$ cat config.mk
export PLATFORM = sky130hd
export DESIGN_NAME = shift_8x64_tap_inject
export DESIGN_NICKNAME = d
export VERILOG_FILES = /design/src/rtl/shift_8x64_tap_inject.sv
export SDC_FILE = /design/constraint.sdc
export NUM_CORES = 1
export LEC_CHECK = 0
export CORE_MARGIN = 2
export CORE_UTILIZATION = 60
export DETAILED_ROUTE_END_ITERATION = 16
export DONT_BUFFER_PORTS = 1
export GPL_ROUTABILITY_DRIVEN = 0
export PLACE_DENSITY = 0.77
export SKIP_CTS_REPAIR_TIMING = 1
export SYNTH_ARGS = -nofsm -noshare
export SYNTH_HDL_FRONTEND = slang
export SYNTH_SLANG_ARGS = --single-unit
$ cat constraint.sdc
create_clock -name clk -period 25.8 [get_ports clk]
set_clock_uncertainty 0.15 [all_clocks]
set_input_delay 5.16 -clock clk [delete_from_list [all_inputs] [get_ports clk]]
set_output_delay 5.16 -clock clk [all_outputs]
set_load 0.05 [all_outputs]
$ cat src/rtl/shift_8x64_tap_inject.sv
`default_nettype none
// ============================================================================
// Module   : shift_8x64_tap_inject
// Purpose  : 64-stage x 8-bit delay line with a valid bit per stage.
//            Stages 15, 31 and 47 can be read and also overwritten.
//            Overwriting a stage splices a byte into the line mid-flight.
//            Optional occupancy counter is enabled by the macro
//            SR_OCCUPANCY_EN, which adds the occ_count port.
// Revision : 1.0 - initial release
// ============================================================================
module shift_8x64_tap_inject (
   input  logic       clk,
   input  logic       rst,
   input  logic       shift,
   input  logic [7:0] sr_in,
   input  logic       sr_in_valid,
   input  logic [2:0] inj_en,
   input  logic [7:0] inj_data_one,
   input  logic [7:0] inj_data_two,
   input  logic [7:0] inj_data_three,
   output logic [7:0] sr_out,
   output logic       sr_out_valid,
   output logic [7:0] sr_tap_one,
   output logic [7:0] sr_tap_two,
   output logic [7:0] sr_tap_three
`ifdef SR_OCCUPANCY_EN
   ,
   output logic [6:0] occ_count
`endif
);

   localparam int c_TAP_ONE   = 15;
   localparam int c_TAP_TWO   = 31;
   localparam int c_TAP_THREE = 47;

   // Stage storage: index 0 is the input end, index 63 the output end.
   logic [63:0][7:0] d_q, d_d;
   logic [63:0]      v_q, v_d;

   // Next state: shift or hold first, then tap writes override their stage.
   // Overriding after the shift means the byte moving into a written tap is
   // lost, while the byte that was already in the tap still moves onward.
   always_comb begin
      d_d = d_q;
      v_d = v_q;
      if (shift) begin
         d_d = {d_q[62:0], sr_in};
         v_d = {v_q[62:0], sr_in_valid};
      end
      if (inj_en[0]) begin
         d_d[c_TAP_ONE] = inj_data_one;
         v_d[c_TAP_ONE] = 1'b1;
      end
      if (inj_en[1]) begin
         d_d[c_TAP_TWO] = inj_data_two;
         v_d[c_TAP_TWO] = 1'b1;
      end
      if (inj_en[2]) begin
         d_d[c_TAP_THREE] = inj_data_three;
         v_d[c_TAP_THREE] = 1'b1;
      end
   end

   // Line registers, cleared asynchronously.
   always_ff @(posedge clk or posedge rst) begin
      if (rst) begin
         d_q <= '0;
         v_q <= '0;
      end else begin
         d_q <= d_d;
         v_q <= v_d;
      end
   end

   assign sr_out       = d_q[63];
   assign sr_out_valid = v_q[63];
   assign sr_tap_one   = d_q[c_TAP_ONE];
   assign sr_tap_two   = d_q[c_TAP_TWO];
   assign sr_tap_three = d_q[c_TAP_THREE];

`ifdef SR_OCCUPANCY_EN
   logic [6:0] occ_q, occ_d;
   logic [6:0] w_vshift;
   logic [1:0] w_inj_new_cnt;

   // Incremental count: a tap write only adds when the stage it lands on
   // would otherwise hold an invalid byte after this cycle's shift/hold.
   always_comb begin
      w_vshift      = {6'd0, 1'b0};
      w_inj_new_cnt = 2'd0;
      if (inj_en[0] && !(shift ? v_q[c_TAP_ONE-1] : v_q[c_TAP_ONE]))
         w_inj_new_cnt = w_inj_new_cnt + 2'd1;
      if (inj_en[1] && !(shift ? v_q[c_TAP_TWO-1] : v_q[c_TAP_TWO]))
         w_inj_new_cnt = w_inj_new_cnt + 2'd1;
      if (inj_en[2] && !(shift ? v_q[c_TAP_THREE-1] : v_q[c_TAP_THREE]))
         w_inj_new_cnt = w_inj_new_cnt + 2'd1;
      w_vshift = {6'd0, shift & sr_in_valid};
      occ_d    = occ_q + w_vshift - {6'd0, shift & v_q[63]} + {5'd0, w_inj_new_cnt};
   end

   // Occupancy register, cleared with the line.
   always_ff @(posedge clk or posedge rst) begin
      if (rst) occ_q <= 7'd0;
      else     occ_q <= occ_d;
   end

   assign occ_count = occ_q;
`endif

endmodule
`default_nettype wire

### Word-level counts from Yosys, hierarchy flattened

Cells that the tools add are included.

| word-level totals | value |
|---|---|
| flip-flop bits (word level) | 576 |
| bits of input ports | 39 |
| output and inout bits | 33 |
| word-level logic and storage cells | 79 |

| cells by class | value |
|---|---|
| multiplexer cells | 8 |
| reductions and logical operators | 3 |

Operators by type and width:

| operator | number |
|---|---|
| 2-to-1 mux 384 bit | 1 |
| 2-to-1 mux 48 bit | 1 |
| 2-to-1 mux 8 bit | 3 |
| nonzero test 2 bit | 3 |
| 2-to-1 mux 1 bit | 3 |

### Longest topological paths before layout

Gate-level depths: netlist of the first run.

| logic depth | value |
|---|---|
| word-level depth | 2 |
| mapped depth | 5 |
| gate-level depth less buffers | 2 |

### Worst setup path before layout of the first run

Ideal clock, no wire load.

| path | value |
|---|---|
| path kind | input to register |
| from | input shift |
| to | register d_q[0] in the netlist's numbering |
| setup time | 0.125 ns |
| arrival time | 5.964 ns |
| data required time | 25.525 ns |
| path slack | 19.561 ns |
| stages | 4 |
| buffers on the path | 3 |
| cells stage by stage | buf_4 > buf_2 > buf_4 > mux2_2 |

RTL lines:

| element | RTL line | source |
|---|---|---|
| from (decl) | 14 | `input logic shift,` |
| to (signal assigned) | 67 | `d_q <= '0;` |
| to (signal assigned) | 70 | `d_q <= d_d;` |
| to (decl) | 37 | `logic [63:0][7:0] d_q, d_d;` |

No word-level cell between the ends.

==> results_dict.tcl, run 1 <==
set metrics [dict create \
    worst_pin_slew_ps 1690 \
    p_leak_nw 10.6 \
    netlist.top_cell.by_area "dfrtp_1" \
    path_cells "inv_8, buf_12, buf_4" \
    path_max_fanout 187 \
    tritoncts "built" \
    stdcell_count 1770 \
    wirelength_mm 28.3 \
    end_kind "asynchronous set/reset pin" \
    cts.path.max_buffers 3 \
    post-route-drc-count 5 \
    yosysWarningCount 0 \
    cts_sinks 576 \
    path_buf_inv 3 \
    final_max_slew_viol_count 201 \
    status "finished with violations" \
    place.detailed.hpwl_mm 15.2 \
    cpLargestDelayFamily "buffers and inverters" \
    grt_use_total_pct 15.7 \
    yosys-top-cells-area "dfrtp_1 66%, mux2_2 28%, buf_4 2.2%, mux2i_1 1.1%, buf_2 0.69%" \
    drt-initial-drc-count 500 \
    synth.top_cell.area_share_pct 66.2 \
    insertion_delay_ps 580 \
    htreeDepth 2 \
    port_buffers 0 \
    antenna_cells 0 \
    crit_arrival_ps 7660 \
    dr.pass1.iters 10 \
    grt_max_degree 580 \
    seq_area_um2 14400 \
    syn_nets 1342 \
    die_w_um 194 \
    final_nets 1304 \
    required_ps 26220 \
    max_freq_mhz 138 \
    violations "design-rule violations, max-slew violations" \
    cts_root_buf "clkbuf_16" \
    grt_pass1_wl_mm 49.4 \
    fin_crit_ps 7240 \
    r2r-start "sr_tap_two[1]$_DFFE_PP0P_" \
    hold_class "reg -> reg" \
    startpoint_type "primary input" \
    rsz0062_at_grt "false" \
    post-route-period-util_pct 28.0 \
    antenna_found_initial 0 \
    dieArea_um2 37800 \
    final.fill_count 2445 \
    tns_ps 0 \
    dp.cells 1669 \
    drv_cap 0 \
    drive_above_1_share_pct 49.3 \
    grt_overflow 0 \
    utilization_pct 66.3 \
    synth_area_um2 21800 \
    slowest_stage "buf_4" \
    final-hold-violation-count 0 \
    criticalPathCategory "in -> async" \
    area_growth_pct 8.67 \
    via_per_inst 5.44 \
    max_stage_delay_ps 880 \
    io_pins 72 \
    setup_viol 0 \
    numCtsBuffers 55 \
    wire_per_inst_um 16.0 \
    hp-start "v_q[46]$_DFFE_PP0P_" \
    die_y_um 194 \
    ys_seq_elements 576 \
    powerDensity_nw_per_um2 115 \
    synth_cells 1303 \
    floorplan.initialDensity_pct 61.0 \
    max-vdd-ir-drop_mv 0.0683 \
    relSlewSlack_pct -12.7 \
    yosysSeqAreaShare_pct 66.2 \
    core_um2 35700 \
    path_clk_slew_ps 60 \
    syn_area_per_cell_um2 16.7 \
    setup.worst_path.start "rst" \
    synth_cell_type_count 13 \
    postRouteAntennaNets 0 \
    vias 9627 \
    multi_input_area_um2 6680 \
    grt_pass1_vias 10050 \
    num_rows 69 \
]
==> synth_stat cells, drive strengths merged <==
cell	count
a211o	3
buf	96
clkbuf	3
dfrtp	576
inv	1
mux2	549
mux2i	24
nand2	24
nor2b	3
o21ai	24
==> worst reg2reg max path: stages, from the launching register on <==
cell and delay (ps):
dfrtp_1 730, mux2i_1 170, o21ai_1 190
==> path summary, 6_finish.rpt <==
kind | end | slack [ps] | cells after the start
max | d_q[335]$_DFFE_PP0P_ | 18560 | 3
min | v_q[47]$_DFFE_PP0P_ | 340 | 1
max reg2reg | sr_tap_two[1]$_DFFE_PP0P_ | 24480 | 2
min reg2reg | v_q[47]$_DFFE_PP0P_ | 340 | 1
max in group clk | sr_tap_two[1] | 19170 | 0
min in group asynchronous | d_q[391]$_DFFE_PP0P_ | 4500 | 1
==> where the power goes <==
group          switching [W]  internal [W]  total [W]  leakage, nW
registers           0.000231       0.00126    0.00150         7.02
logic               0.000104      0.000283   0.000388         2.62
clock network       0.000323      0.000503   0.000825        0.949
total               0.000658       0.00205    0.00271         10.6
==> state kept, by name, indices dropped and copies added (netlist names) <==
register	count
sr_tap_three	8
sr_tap_two	8
v_q	64
d_q	480
sr_tap_one	8
sr_out	8
==> metrics by stage <==
| step | total power [W] | instance area (µm²) | hold WS (ps) | setup slack (ps) |
|---|---|---|---|---|
| after floorplan | 0.00184 | 21800 | 308 | 4380 |
| after global placement | 0.00187 | 21700 | 320 | 17890 |
| after detailed placement | 0.00191 | 21700 | 331 | 17810 |
| after CTS | 0.00275 | 23600 | 342 | 18430 |
| after global routing | 0.00287 | 23600 | 349 | 18010 |
| final | 0.00271 | 23600 | 341 | 18560 |
==> cell families (layout without fill, tap and decap cells) <==
kind of cell,after synthesis,in the layout,synth area share [%]
buffers and inverters,100,106,3.07
multiplexers,573,573,29.5
flip-flops,576,576,66.2
AO/OA/AOI/OAI,27,27,0.673
AND/OR/NAND/NOR,27,27,0.500
==> per-layer routing <==
layer	vias up	track usage (%)	part of all wire [%]
li1	4478	-	-
met3	57	3.94	4.4
met4	0	4.93	2.4
met1	4978	22.2	46
met5	-	0	0
met2	114	24.3	47
==> cell usage in the layout, fill, tap and decap left out, drive strengths merged <==
cell type / synthesis / final
nand2: 24 / 24
mux2: 549 / 549
o21ai: 24 / 24
inv: 1 / 1
a211o: 3 / 3
clkinvlp: 0 / 2
clkbuf: 3 / 88
mux2i: 24 / 24
nor2b: 3 / 3
bufinv: 0 / 4
dfrtp: 576 / 576
clkinv: 0 / 7
buf: 96 / 4
==> cell type report <==
| class | instances | share of cell area, % |
|---|---|---|
| repair buffers | 4 | 0.180 |
| clock buffers | 88 | 7.41 |
| well taps | 461 | 2.44 |
| clock inverters | 13 | 0.720 |
| multi-input cells | 627 | 28.2 |
| inverters | 1 | 0.0476 |
| flip-flops and latches | 576 | 61.0 |
No activity file was read; power rests on OpenSTA's default activity.
==> run 2: changes to the inputs <==
==> constraint.sdc (replaced) <==
create_clock -name clk -period 7.5 [get_ports clk]
set_clock_uncertainty 0.15 [all_clocks]
set_input_delay 1.5 -clock clk [delete_from_list [all_inputs] [get_ports clk]]
set_output_delay 1.5 -clock clk [all_outputs]
set_load 0.05 [all_outputs]
==> results_dict.tcl, run 2 (synthesis results as in run 1) <==
set metrics [dict create \
    relSlewSlack_pct 32.2 \
    final_max_slew_viol_count 0 \
    p_leak_nw 10.6 \
    numCtsBuffers 56 \
    worst_pin_slew_ps 1020 \
    hold_class "reg -> reg" \
    path_max_fanout 3 \
    multi_input_area_um2 6680 \
    final_nets 1307 \
    htreeDepth 2 \
    die_w_um 194 \
    cts_sinks 576 \
    die_y_um 194 \
    cts.path.max_buffers 3 \
    drv_cap 0 \
    wirelength_mm 27.9 \
    fin_ws_ps 4530 \
    antenna_cells 0 \
    largest-register "d_q" \
    final-hold-violation-count 0 \
    reg_top3 "d_q: 480 flops, v_q: 64 flops" \
    required_ps 5850 \
    criticalPathCategory "reg -> out" \
    reg2regPathDepth 2 \
    dp.cells 1671 \
    post-route-drc-count 6 \
    final.fill_count 2430 \
    wire_per_inst_um 15.7 \
    grt_use_total_pct 15.5 \
    grt_pass1_wl_mm 48.7 \
    cts_root_buf "clkbuf_16" \
    grt_pass1_vias 10078 \
    pre_cts_ws_ps 4200 \
    drt-initial-drc-count 528 \
    r2r_setup_slack_ps 6230 \
    violations "design-rule violations" \
    largest_register_ffs 480 \
    tns_ps 0 \
    port_buffers 0 \
    rsz0062_at_grt "false" \
    setup_viol 0 \
    insertion_delay_ps 600 \
    status "finished with violations" \
    stdcell_count 1774 \
    seq_area_um2 14400 \
    antenna_found_initial 0 \
    hold-path-endpoint "v_q[15]$_DFFE_PP0P_" \
    post-route-period-util_pct 39.6 \
    via_per_inst 5.43 \
    core_um2 35700 \
    end_kind "primary output" \
    num_rows 69 \
    tritoncts "built" \
    postRouteAntennaNets 0 \
    max-vdd-ir-drop_mv 0.226 \
    vias 9627 \
    dr.pass1.iters 10 \
    area_growth_pct 8.82 \
    utilization_pct 66.4 \
    path_clk_slew_ps 60 \
    r2r-start "sr_tap_three[0]$_DFFE_PP0P_" \
    startpoint_type "flop" \
    place.detailed.hpwl_mm 15.4 \
    max_freq_mhz 336 \
    final_cell_mix "576 x dfrtp_1, 549 x mux2_2, 57 x clkbuf_16" \
    dpl_cell_area_um2 21700 \
    hold_path_depth 1 \
    hp-start "v_q[14]$_DFFE_PP0P_" \
    dieArea_um2 37800 \
    final_common_cell "dfrtp_1" \
    fin_crit_ps 2970 \
    design_area_um2 23700 \
    floorplan.initialDensity_pct 61.0 \
    drive_above_1_share_pct 49.5 \
    io_pins 72 \
    crit_arrival_ps 1320 \
    timing.rr.end "sr_tap_three[0]$_DFFE_PP0P_" \
    grt_overflow 0 \
    powerDensity_nw_per_um2 394 \
    grt_max_degree 580 \
]
-- run 2: changes by cell type in the layout (fill, tap and decap cells not counted), sizes merged --
cell | previous run | this run
inv | 1 | 2
clkinvlp | 2 | 1
clkinv | 7 | 14
bufinv | 4 | 5
buf | 4 | 6
clkbuf | 88 | 82
-- run 2: area by class of cell --
type,instances,share of cell area (%)
flip-flops and latches,576,60.9
multi-input cells,627,28.2
clock inverters,21,1.07
well taps,461,2.44
inverters,1,0.0317
clock buffers,82,7.10
repair buffers,6,0.296
-- run 2: power breakdown --
part           internal, W  leakage (nW)  switching, W
combinational     0.000969          2.63      0.000363
sequential         0.00435          7.02      0.000789
clock              0.00172         0.966       0.00113
total              0.00704          10.6       0.00228
-- run 2: per-layer routing --
| metal | GRT usage [%] | part of all wire, % | vias up |
|---|---|---|---|
| met5 | 0 | 0 | - |
| met4 | 5.30 | 2.4 | 0 |
| met3 | 4.08 | 4.5 | 51 |
| met2 | 24.7 | 47 | 113 |
| met1 | 20.9 | 46 | 4962 |
| li1 | - | - | 4501 |
-- run 2: how the worst max path moves through the flow --
stage          cells after the start                      start                           to  slack [ps]
2_1_floorplan                      1                        rst           d_q[0]$_DFFE_PP0P_       -2000
3_3_place_gp                       3                        rst  sr_tap_three[2]$_DFFE_PP0P_        4250
3_5_place_dp                       3                        rst  sr_tap_three[2]$_DFFE_PP0P_        4200
4_1_cts                            0  sr_tap_two[1]$_DFFE_PP0P_                sr_tap_two[1]        4470
5_1_grt                            0  sr_tap_two[1]$_DFFE_PP0P_                sr_tap_two[1]        4490
6_report                           0  sr_tap_two[1]$_DFFE_PP0P_                sr_tap_two[1]        4530
-- run 2: per-stage QoR --
stage | hold WS, ps | power (W)
after CTS | 342 | 0.00947
after floorplan | 308 | 0.00633
final | 343 | 0.00932
after detailed placement | 337 | 0.00657
after global placement | 320 | 0.00642
after global routing | 354 | 0.00987
